--- config.mk ---
export PLATFORM = sky130hd
export DESIGN_NAME = shift_chain_tx_flat
export DESIGN_NICKNAME = d
export VERILOG_FILES = /design/src/rtl/shift_chain_tx_if.sv /design/src/rtl/shift_chain_tx.sv /design/src/flat_wrapper.sv
export SDC_FILE = /design/constraint.sdc
export NUM_CORES = 1
export LEC_CHECK = 0
export CORE_MARGIN = 2
export CORE_UTILIZATION = 45
export DETAILED_ROUTE_END_ITERATION = 10
export GPL_ROUTABILITY_DRIVEN = 0
export PLACE_DENSITY = 0.7
export SYNTH_ARGS = -nofsm -noshare
export SYNTH_HDL_FRONTEND = slang
export SYNTH_SLANG_ARGS = --single-unit
--- constraint.sdc ---
create_clock -name clk -period 2.05 [get_ports clk]
set_clock_uncertainty 0.2 [all_clocks]
set_input_delay 0.41 -clock clk [delete_from_list [all_inputs] [get_ports clk]]
set_output_delay 0.41 -clock clk [all_outputs]
set_load 0.05 [all_outputs]
--- src/rtl/shift_chain_tx_if.sv ---
// Bus between a word producer / serial-chain receiver and the shift_chain_tx
// transmitter. The transmitter sits on the slave side: it consumes the
// valid/data_in handshake and drives the serial chain strobes.
interface shift_chain_tx_if #(
    parameter int WIDTH = 8
);
    logic [WIDTH-1:0] data_in;
    logic             valid;
    logic             ready;
    logic             sdata;
    logic             sclk;
    logic             latch;
    logic             busy;

    // Producer / receiver side
    modport master (
        output data_in, valid,
        input  ready, sdata, sclk, latch, busy
    );

    // Transmitter side
    modport slave (
        input  data_in, valid,
        output ready, sdata, sclk, latch, busy
    );
endinterface

--- src/rtl/shift_chain_tx.sv ---
// Parallel-in/serial-out transmitter for a chain of D flip-flops.
// A word accepted over valid/ready is shifted out on sdata with an sclk
// strobe (DIV cycles low, DIV cycles high per bit), followed by a latch
// pulse of DIV cycles. All outputs come straight from registers.
module shift_chain_tx #(
    parameter int WIDTH     = 8,
    parameter int DIV       = 2,
    parameter int MSB_FIRST = 1
) (
    input  logic             clk,
    input  logic             rst,
    shift_chain_tx_if.slave  bus
);
    localparam int BW   = $clog2(WIDTH + 1);
    localparam int DW   = $clog2(DIV + 1);
    localparam int HEAD = (MSB_FIRST != 0) ? WIDTH - 1 : 0;

    localparam logic [BW-1:0] LAST_BIT = BW'(WIDTH - 1);
    localparam logic [DW-1:0] DIV_LAST = DW'(DIV - 1);

    typedef enum logic [1:0] {IDLE, SHIFT, LATCH} state_t;

    state_t           state_reg, state_next;
    logic [WIDTH-1:0] shreg_reg, shreg_next;
    logic [WIDTH-1:0] shreg_adv;
    logic [BW-1:0]    bit_cnt_reg, bit_cnt_next;
    logic [DW-1:0]    div_cnt_reg, div_cnt_next;
    logic             ready_reg, ready_next;
    logic             busy_reg, busy_next;
    logic             sdata_reg, sdata_next;
    logic             sclk_reg, sclk_next;
    logic             latch_reg, latch_next;
    logic             div_done;

    // Shift register advanced by one bit toward HEAD. It is a rotate so every
    // stored bit has a reader; the wrapped bit is never transmitted because
    // the frame ends after WIDTH bits.
    genvar gi;
    generate
        for (gi = 0; gi < WIDTH; gi++) begin : g_adv
            if (MSB_FIRST != 0) begin : g_msb
                assign shreg_adv[gi] = shreg_reg[(gi + WIDTH - 1) % WIDTH];
            end else begin : g_lsb
                assign shreg_adv[gi] = shreg_reg[(gi + 1) % WIDTH];
            end
        end
    endgenerate

    assign div_done = (div_cnt_reg == DIV_LAST);

    // Next-state and next-output logic for the IDLE/SHIFT/LATCH sequencer
    always_comb begin
        state_next   = state_reg;
        shreg_next   = shreg_reg;
        bit_cnt_next = bit_cnt_reg;
        div_cnt_next = div_cnt_reg;
        ready_next   = ready_reg;
        busy_next    = busy_reg;
        sdata_next   = sdata_reg;
        sclk_next    = sclk_reg;
        latch_next   = latch_reg;

        case (state_reg)
            IDLE: begin
                if (bus.valid && ready_reg) begin
                    state_next   = SHIFT;
                    shreg_next   = bus.data_in;
                    sdata_next   = bus.data_in[HEAD];
                    ready_next   = 1'b0;
                    busy_next    = 1'b1;
                    sclk_next    = 1'b0;
                    bit_cnt_next = '0;
                    div_cnt_next = '0;
                end
            end
            SHIFT: begin
                if (div_done) begin
                    div_cnt_next = '0;
                    if (!sclk_reg) begin
                        sclk_next = 1'b1;
                    end else begin
                        // sclk falling: either move to the next bit or end the frame
                        sclk_next = 1'b0;
                        if (bit_cnt_reg == LAST_BIT) begin
                            state_next = LATCH;
                            latch_next = 1'b1;
                        end else begin
                            bit_cnt_next = bit_cnt_reg + 1'b1;
                            shreg_next   = shreg_adv;
                            sdata_next   = shreg_adv[HEAD];
                        end
                    end
                end else begin
                    div_cnt_next = div_cnt_reg + 1'b1;
                end
            end
            LATCH: begin
                if (div_done) begin
                    state_next   = IDLE;
                    latch_next   = 1'b0;
                    sdata_next   = 1'b0;
                    busy_next    = 1'b0;
                    ready_next   = 1'b1;
                    div_cnt_next = '0;
                    bit_cnt_next = '0;
                end else begin
                    div_cnt_next = div_cnt_reg + 1'b1;
                end
            end
            default: begin
                state_next = IDLE;
            end
        endcase
    end

    // State and output registers; reset aborts any frame without a latch pulse
    always_ff @(posedge clk) begin
        if (rst) begin
            state_reg   <= IDLE;
            shreg_reg   <= '0;
            bit_cnt_reg <= '0;
            div_cnt_reg <= '0;
            ready_reg   <= 1'b1;
            busy_reg    <= 1'b0;
            sdata_reg   <= 1'b0;
            sclk_reg    <= 1'b0;
            latch_reg   <= 1'b0;
        end else begin
            state_reg   <= state_next;
            shreg_reg   <= shreg_next;
            bit_cnt_reg <= bit_cnt_next;
            div_cnt_reg <= div_cnt_next;
            ready_reg   <= ready_next;
            busy_reg    <= busy_next;
            sdata_reg   <= sdata_next;
            sclk_reg    <= sclk_next;
            latch_reg   <= latch_next;
        end
    end

    assign bus.ready = ready_reg;
    assign bus.busy  = busy_reg;
    assign bus.sdata = sdata_reg;
    assign bus.sclk  = sclk_reg;
    assign bus.latch = latch_reg;
endmodule

--- src/flat_wrapper.sv ---
// flat-port wrapper written by rule: the top's interface ports become plain ports
module shift_chain_tx_flat 
#(
    parameter int WIDTH     = 8,
    parameter int DIV       = 2,
    parameter int MSB_FIRST = 1
)
  (clk, rst, bus_data_in, bus_valid, bus_ready, bus_sdata, bus_sclk, bus_latch, bus_busy);
  shift_chain_tx_if #(.WIDTH(WIDTH)) bus_i ();
  input  logic clk;
  input  logic rst;
  input wire logic [$bits(bus_i.data_in)-1:0] bus_data_in;
  input wire logic [$bits(bus_i.valid)-1:0] bus_valid;
  output wire logic [$bits(bus_i.ready)-1:0] bus_ready;
  output wire logic [$bits(bus_i.sdata)-1:0] bus_sdata;
  output wire logic [$bits(bus_i.sclk)-1:0] bus_sclk;
  output wire logic [$bits(bus_i.latch)-1:0] bus_latch;
  output wire logic [$bits(bus_i.busy)-1:0] bus_busy;
  assign bus_i.data_in = bus_data_in;
  assign bus_i.valid = bus_valid;
  assign bus_ready = bus_i.ready;
  assign bus_sdata = bus_i.sdata;
  assign bus_sclk = bus_i.sclk;
  assign bus_latch = bus_i.latch;
  assign bus_busy = bus_i.busy;
  shift_chain_tx #(.WIDTH(WIDTH), .DIV(DIV), .MSB_FIRST(MSB_FIRST)) u_core (.clk(clk), .rst(rst), .bus(bus_i));
endmodule
==> results.cfg, run 1 <==
[run_status]
status = complete, no violations

[final_layout]
final_util_pct = 56.19
antenna_cells = 0
largest_register_ffs = 8
nFillCells = 246
drive_above_1_share_pct = 23.08
nets = 173
area_delta_synth_final_pct = 19.67

[power]
power_density_nw_per_um2 = 1025
power_uw = 1560
internal-power_uw = 944.7
p_switching_uw = 615.8
p_leak_uw = 0.0006063
p_clk_share_pct = 12.8
combPwrFrac_pct = 49.7
p_seq_share_pct = 37.6
peakVddDrop_mv = 0.7489
swShare_pct = 39.46

[logic_synthesis]
synth.avg_cell_area_um2 = 9.567
syn_area_um2 = 1272
synth_cells = 133
syn-num-nets = 149
synth_cell_types = 48
seq_area_frac_synth_pct = 33.04
synth_edf_count = 0
synth_seq_cells = 21
ys.flop_type = dfxtp_1
async_flop_share_pct = 0
yosysWarningCount = 0

[grt]
grt-ovfl-total = 0
grt_pass1_wl_um = 4471
grt_max_degree = 18
grt_pass1_vias = 1032
track_usage_pct = 17.15
antenna_found_initial = 0

[clock_tree]
clock_sinks = 21
htree_levels = 1
numCtsBuffers = 3
path_clk_slew_ps = 120
cts_tree = yes
clockRootBuffer = clkbuf_4
clockBufferDepth = 2
clk_latency_ps = 300
postCtsHoldBufs = 0

[setup_path]
crit_fanout = 6
crit_buf_inv = 2
crit_top_cell = inv_1
crit_required_ps = 2060
critPathSlowestCell = o311a_2
arrival_ps = 1970
cp_slowest_stage_delay_ps = 410
critPathKind = reg -> reg
critPathCaptureType = flip-flop
startpoint_type = flip-flop
crit_family = compound AO/OA/AOI/OAI gates
worstPathCellList = inv_1, ha_1, inv_1, o21ai_1, o311a_2, a31o_2

[die]
die_w_um = 57.18
ios = 16
start_util_pct = 46.95
dieArea_um2 = 3269
num_rows = 19
die_h_um = 57.18
core_um2 = 2710

[sta]
drv_slew = 0
worst_slew_pin_slew_ps = 381.3
maxSlewHeadroom_pct = 74.58
rsz0062_at_grt = yes
setup_slack_ps = 89.42
tns_ps = 0
hold_viol = 0
period_minus_slack_ps = 1961
min_period_over_period_pct = 95.64
clock.fmax_ghz = 0.5101
hold_slack_ps = 300.8
setup_viol = 0

[routing]
first_iter_violations = 37
dr.pass1.iters = 4
wl_um = 2600
wl_per_cell_um = 13.90
ant_nets = 0
vias = 1089
via_per_inst = 5.824
route.detailed.drc = 0

[placement]
place_hpwl_um = 1995
port_buffers = 15
post-place-ws_ps = -97.66

[hold_path]
worstHoldPathType = reg -> reg

[job]
maxCapViolCount = 0
==> synthesized netlist by cell type (2+ instances only) <==
master | n | share of area [%]
a31oi_1 | 2 | 0.98
nand2_1 | 5 | 1.5
a22oi_1 | 2 | 1.2
mux2i_1 | 11 | 8.7
buf_2 | 2 | 0.79
nand3_1 | 5 | 2.0
nand2b_1 | 2 | 0.98
a311oi_1 | 8 | 5.5
nor3_1 | 2 | 0.79
a31o_2 | 2 | 1.4
inv_1 | 5 | 1.5
nor2b_1 | 2 | 0.98
o21ai_0 | 4 | 1.6
ha_1 | 5 | 4.9
o31ai_1 | 2 | 1.2
a21oi_1 | 13 | 5.1
buf_6 | 3 | 2.7
nor2_1 | 6 | 1.8
o311a_2 | 3 | 2.7
dfxtp_1 | 21 | 33
==> metal layers <==
metal	vias up	track usage (%)	routed length (um)
li1	554	-	-
met1	511	21.19	1216
met2	22	30.71	1284
met3	2	2.721	86
met4	0	4.983	12
met5	-	0	0
==> worst reg2reg max path, stage by stage, from the launching register on <==
cell	delay, ps
dfxtp_1	370
inv_1	90
ha_1	260
inv_1	190
o21ai_1	150
o311a_2	410
a31o_2	210
==> through the flow <==
step	cells	area, um^2
final	187	1523
after global routing	187	1523
after CTS	187	1503
after detailed placement	183	1475
after global placement	183	1475
after floorplan	133	1272
==> power groups by stage <==
stage                     clock, uW  combinational (uW)  sequential, uW
final                           199                 775             586
after global routing            226                 842             596
after CTS                       211                 752             586
after detailed placement          0                 749             596
after global placement            0                 732             591
after floorplan                   0                 537             638
==> layout by cell type, fill, tap and decap left out, drive strengths merged, types with 5 or more instances in the layout <==
| master | n |
|---|---|
| nand2 | 5 |
| mux2i | 11 |
| buf | 17 |
| nor2 | 6 |
| dfxtp | 21 |
| inv | 5 |
| nand3 | 5 |
| o21ai | 5 |
| a21oi | 14 |
| clkdlybuf4s50 | 10 |
| ha | 5 |
| a311oi | 8 |
==> area by class of cell <==
| cell class | instances | area (um^2) | area share, % |
|---|---|---|---|
| clock buffers | 3 | 22.52 | 1.479 |
| clock inverters | 1 | 5.005 | 0.3287 |
| inverters | 6 | 22.52 | 1.479 |
| multi-input cells | 98 | 773.2 | 50.78 |
| flip-flops and latches | 21 | 420.4 | 27.61 |
| well taps | 31 | 38.79 | 2.547 |
| repair buffers | 27 | 240.2 | 15.78 |
==> repair_timing <==
item                       4_1_cts  5_1_grt
setup buffers                    0        0
gates resized for setup          0        3
setup endpoints to repair        0        9
==> logic make-up after synthesis <==
group | count (synthesis) | share of synthesized area, %
muxes | 12 | 9.538
and+or+nand+nor | 33 | 15.73
adders and majority gates | 5 | 4.916
DFF | 21 | 33.04
buffers and inverters | 14 | 7.767
AOI/OAI and AO/OA | 48 | 29.01
==> worst paths after layout <==
check	slack (ps)	cells after the start	from	end
hold / removal	300	2	u_core.bit_cnt_reg[0]	u_core.bit_cnt_reg[0]
hold reg to reg	300	2	u_core.bit_cnt_reg[0]	u_core.bit_cnt_reg[0]
setup / recovery	90	6	u_core.state_reg[1]	u_core.bus.sdata
setup reg to reg	90	6	u_core.state_reg[1]	u_core.bus.sdata
(Power assumes the default switching activity.)
==> run 2, diff against run 1 <==
- CORE_UTILIZATION: 45 -> 49
- PLACE_DENSITY: 0.7 -> 0.75
==> results.cfg, run 2 (synthesized netlist as in run 1, its figures left out) <==
[grt]
grt_pass1_vias = 1008
grt_pass1_wl_um = 4388
grt_max_degree = 17
grt-ovfl-total = 0
antenna_found_initial = 0
track_usage_pct = 20.10

[setup_path]
r2r_end = u_core.bit_cnt_reg[2]
critPathSlowestCell = o41a_1
worstPathCellList = inv_1, ha_1, a21boi_4, a21o_4, o41a_1, a41o_1
cp_slowest_stage_delay_ps = 410
r2r_start = u_core.state_reg[0]
arrival_ps = 1980
rrSetupSlack_ps = 90
ff2ff_path_depth = 6
critPathCaptureType = flip-flop
crit_fanout = 4
critPathKind = reg -> reg
startpoint_type = flip-flop
crit_required_ps = 2060

[routing]
vias = 1115
route.detailed.drc = 0
via_per_inst = 5.963
dr.pass1.iters = 4
wl_um = 2788
ant_nets = 0
first_iter_violations = 34
wl_per_cell_um = 14.91

[run_status]
status = complete, no violations

[sta]
min_period_over_period_pct = 95.78
hold_slack_ps = 306.5
maxSlewHeadroom_pct = 74.73
setup_viol = 0
rsz0062_at_grt = yes
period_minus_slack_ps = 1964
clock.fmax_ghz = 0.5093
drv_slew = 0
worst_slew_pin_slew_ps = 377.1
setup_slack_ps = 86.47
hold_viol = 0

[die]
core_um2 = 2477
die_w_um = 54.96
num_rows = 18
dieArea_um2 = 3021
start_util_pct = 51.36
die_h_um = 54.96
ios = 16

[final_layout]
area_delta_synth_final_pct = 20.16
layout_common_cells = dfxtp_1, buf_4, a21oi_1
nFillCells = 229
fin_area_um2 = 1529
nets = 174
final_util_pct = 61.72
drive_above_1_share_pct = 23.57
multi_input_area_um2 = 773.2
regArea_um2 = 420.4
antenna_cells = 0
final_common_cell = dfxtp_1
largest_register_ffs = 8
stdcell_count = 187

[placement]
port_buffers = 15
post-place-ws_ps = -103.6
place_inst = 183
placed_area_um2 = 1481
place_hpwl_um = 2045

[power]
internal-power_uw = 941.3
p_switching_uw = 632.9
peakVddDrop_mv = 0.6504
p_leak_uw = 0.0006126
power_density_nw_per_um2 = 1030
swShare_pct = 40.21
combPwrFrac_pct = 49.4
p_clk_share_pct = 13.3
p_seq_share_pct = 37.3

[clock_tree]
clockBufferDepth = 2
clk_latency_ps = 310
postCtsHoldBufs = 0
clock_sinks = 21
cts_tree = yes
path_clk_slew_ps = 120
clockRootBuffer = clkbuf_4
numCtsBuffers = 3
htree_levels = 1

[hold_path]
hold_depth = 2
worstHoldPathType = reg -> reg
hold_end = u_core.bit_cnt_reg[1]
hold_start = u_core.bit_cnt_reg[1]

[job]
maxCapViolCount = 0
==> run 2: changes by cell type in the layout (fill, tap and decap cells not counted), sizes merged <==
cell | previous run | this run
buf | 17 | 18
==> run 2: worst max-delay path: cells and delay by family (launching register included) <==
family | cells | cell delay, ps
AOI/OAI and AO/OA | 4 | 970
adders and majority gates | 1 | 230
buffers and inverters | 1 | 80
DFF | 1 | 400
==> run 2: final cells by class <==
cell class,count,area share (%)
clock inverters,1,0.3273
multi-input cells,98,50.57
repair buffers,28,16.20
clock buffers,3,1.473
flip-flops and latches,21,27.50
inverters,6,1.473
well taps,30,2.455
==> run 2: power groups by stage <==
stage / Clock [uW] / Sequential (uW) / Combinational, uW
2_1_floorplan: 0 / 638 / 537
3_3_place_gp: 0 / 587 / 726
3_5_place_dp: 0 / 595 / 751
4_1_cts: 212 / 586 / 753
5_1_grt: 226 / 598 / 852
6_report: 209 / 588 / 778
==> run 2: layer usage <==
metal / vias to the layer above / track usage, % / share of wire, %
met1: 532 / 25.79 / 45
met2: 28 / 34.52 / 50
met5: - / 0 / 0
met4: 0 / 6.911 / 0.54
li1: 553 / - / -
met3: 2 / 2.688 / 4.3
==> run 2: through the flow <==
step | total power, uW | setup TNS, ps
floorplan | 1175 | 0
global placement | 1313 | -185.9
detailed placement | 1347 | -479.2
CTS | 1551 | 0
global route | 1676 | -37.63
finish | 1574 | 0
==> run 2: repair_timing <==
| item | in CTS | in global routing |
|---|---|---|
| endpoints found under the setup margin | 0 | 5 |
| setup buffers | 0 | 0 |
| resized for setup | 0 | 3 |
==> run 2: how the worst max path moves through the flow <==
stage / startpoint / endpoint / slack [ps] / cells past startpoint
CTS: u_core.state_reg[0] / u_core.bit_cnt_reg[2] / 80 / 6
floorplan: u_core.state_reg[0] / u_core.bit_cnt_reg[2] / 50 / 7
global route: u_core.bit_cnt_reg[0] / u_core.bit_cnt_reg[0] / -20 / 5
global placement: bus_valid / u_core.bit_cnt_reg[2] / -70 / 5
detailed placement: bus_valid / u_core.bit_cnt_reg[2] / -100 / 5
finish: u_core.state_reg[0] / u_core.bit_cnt_reg[2] / 90 / 6
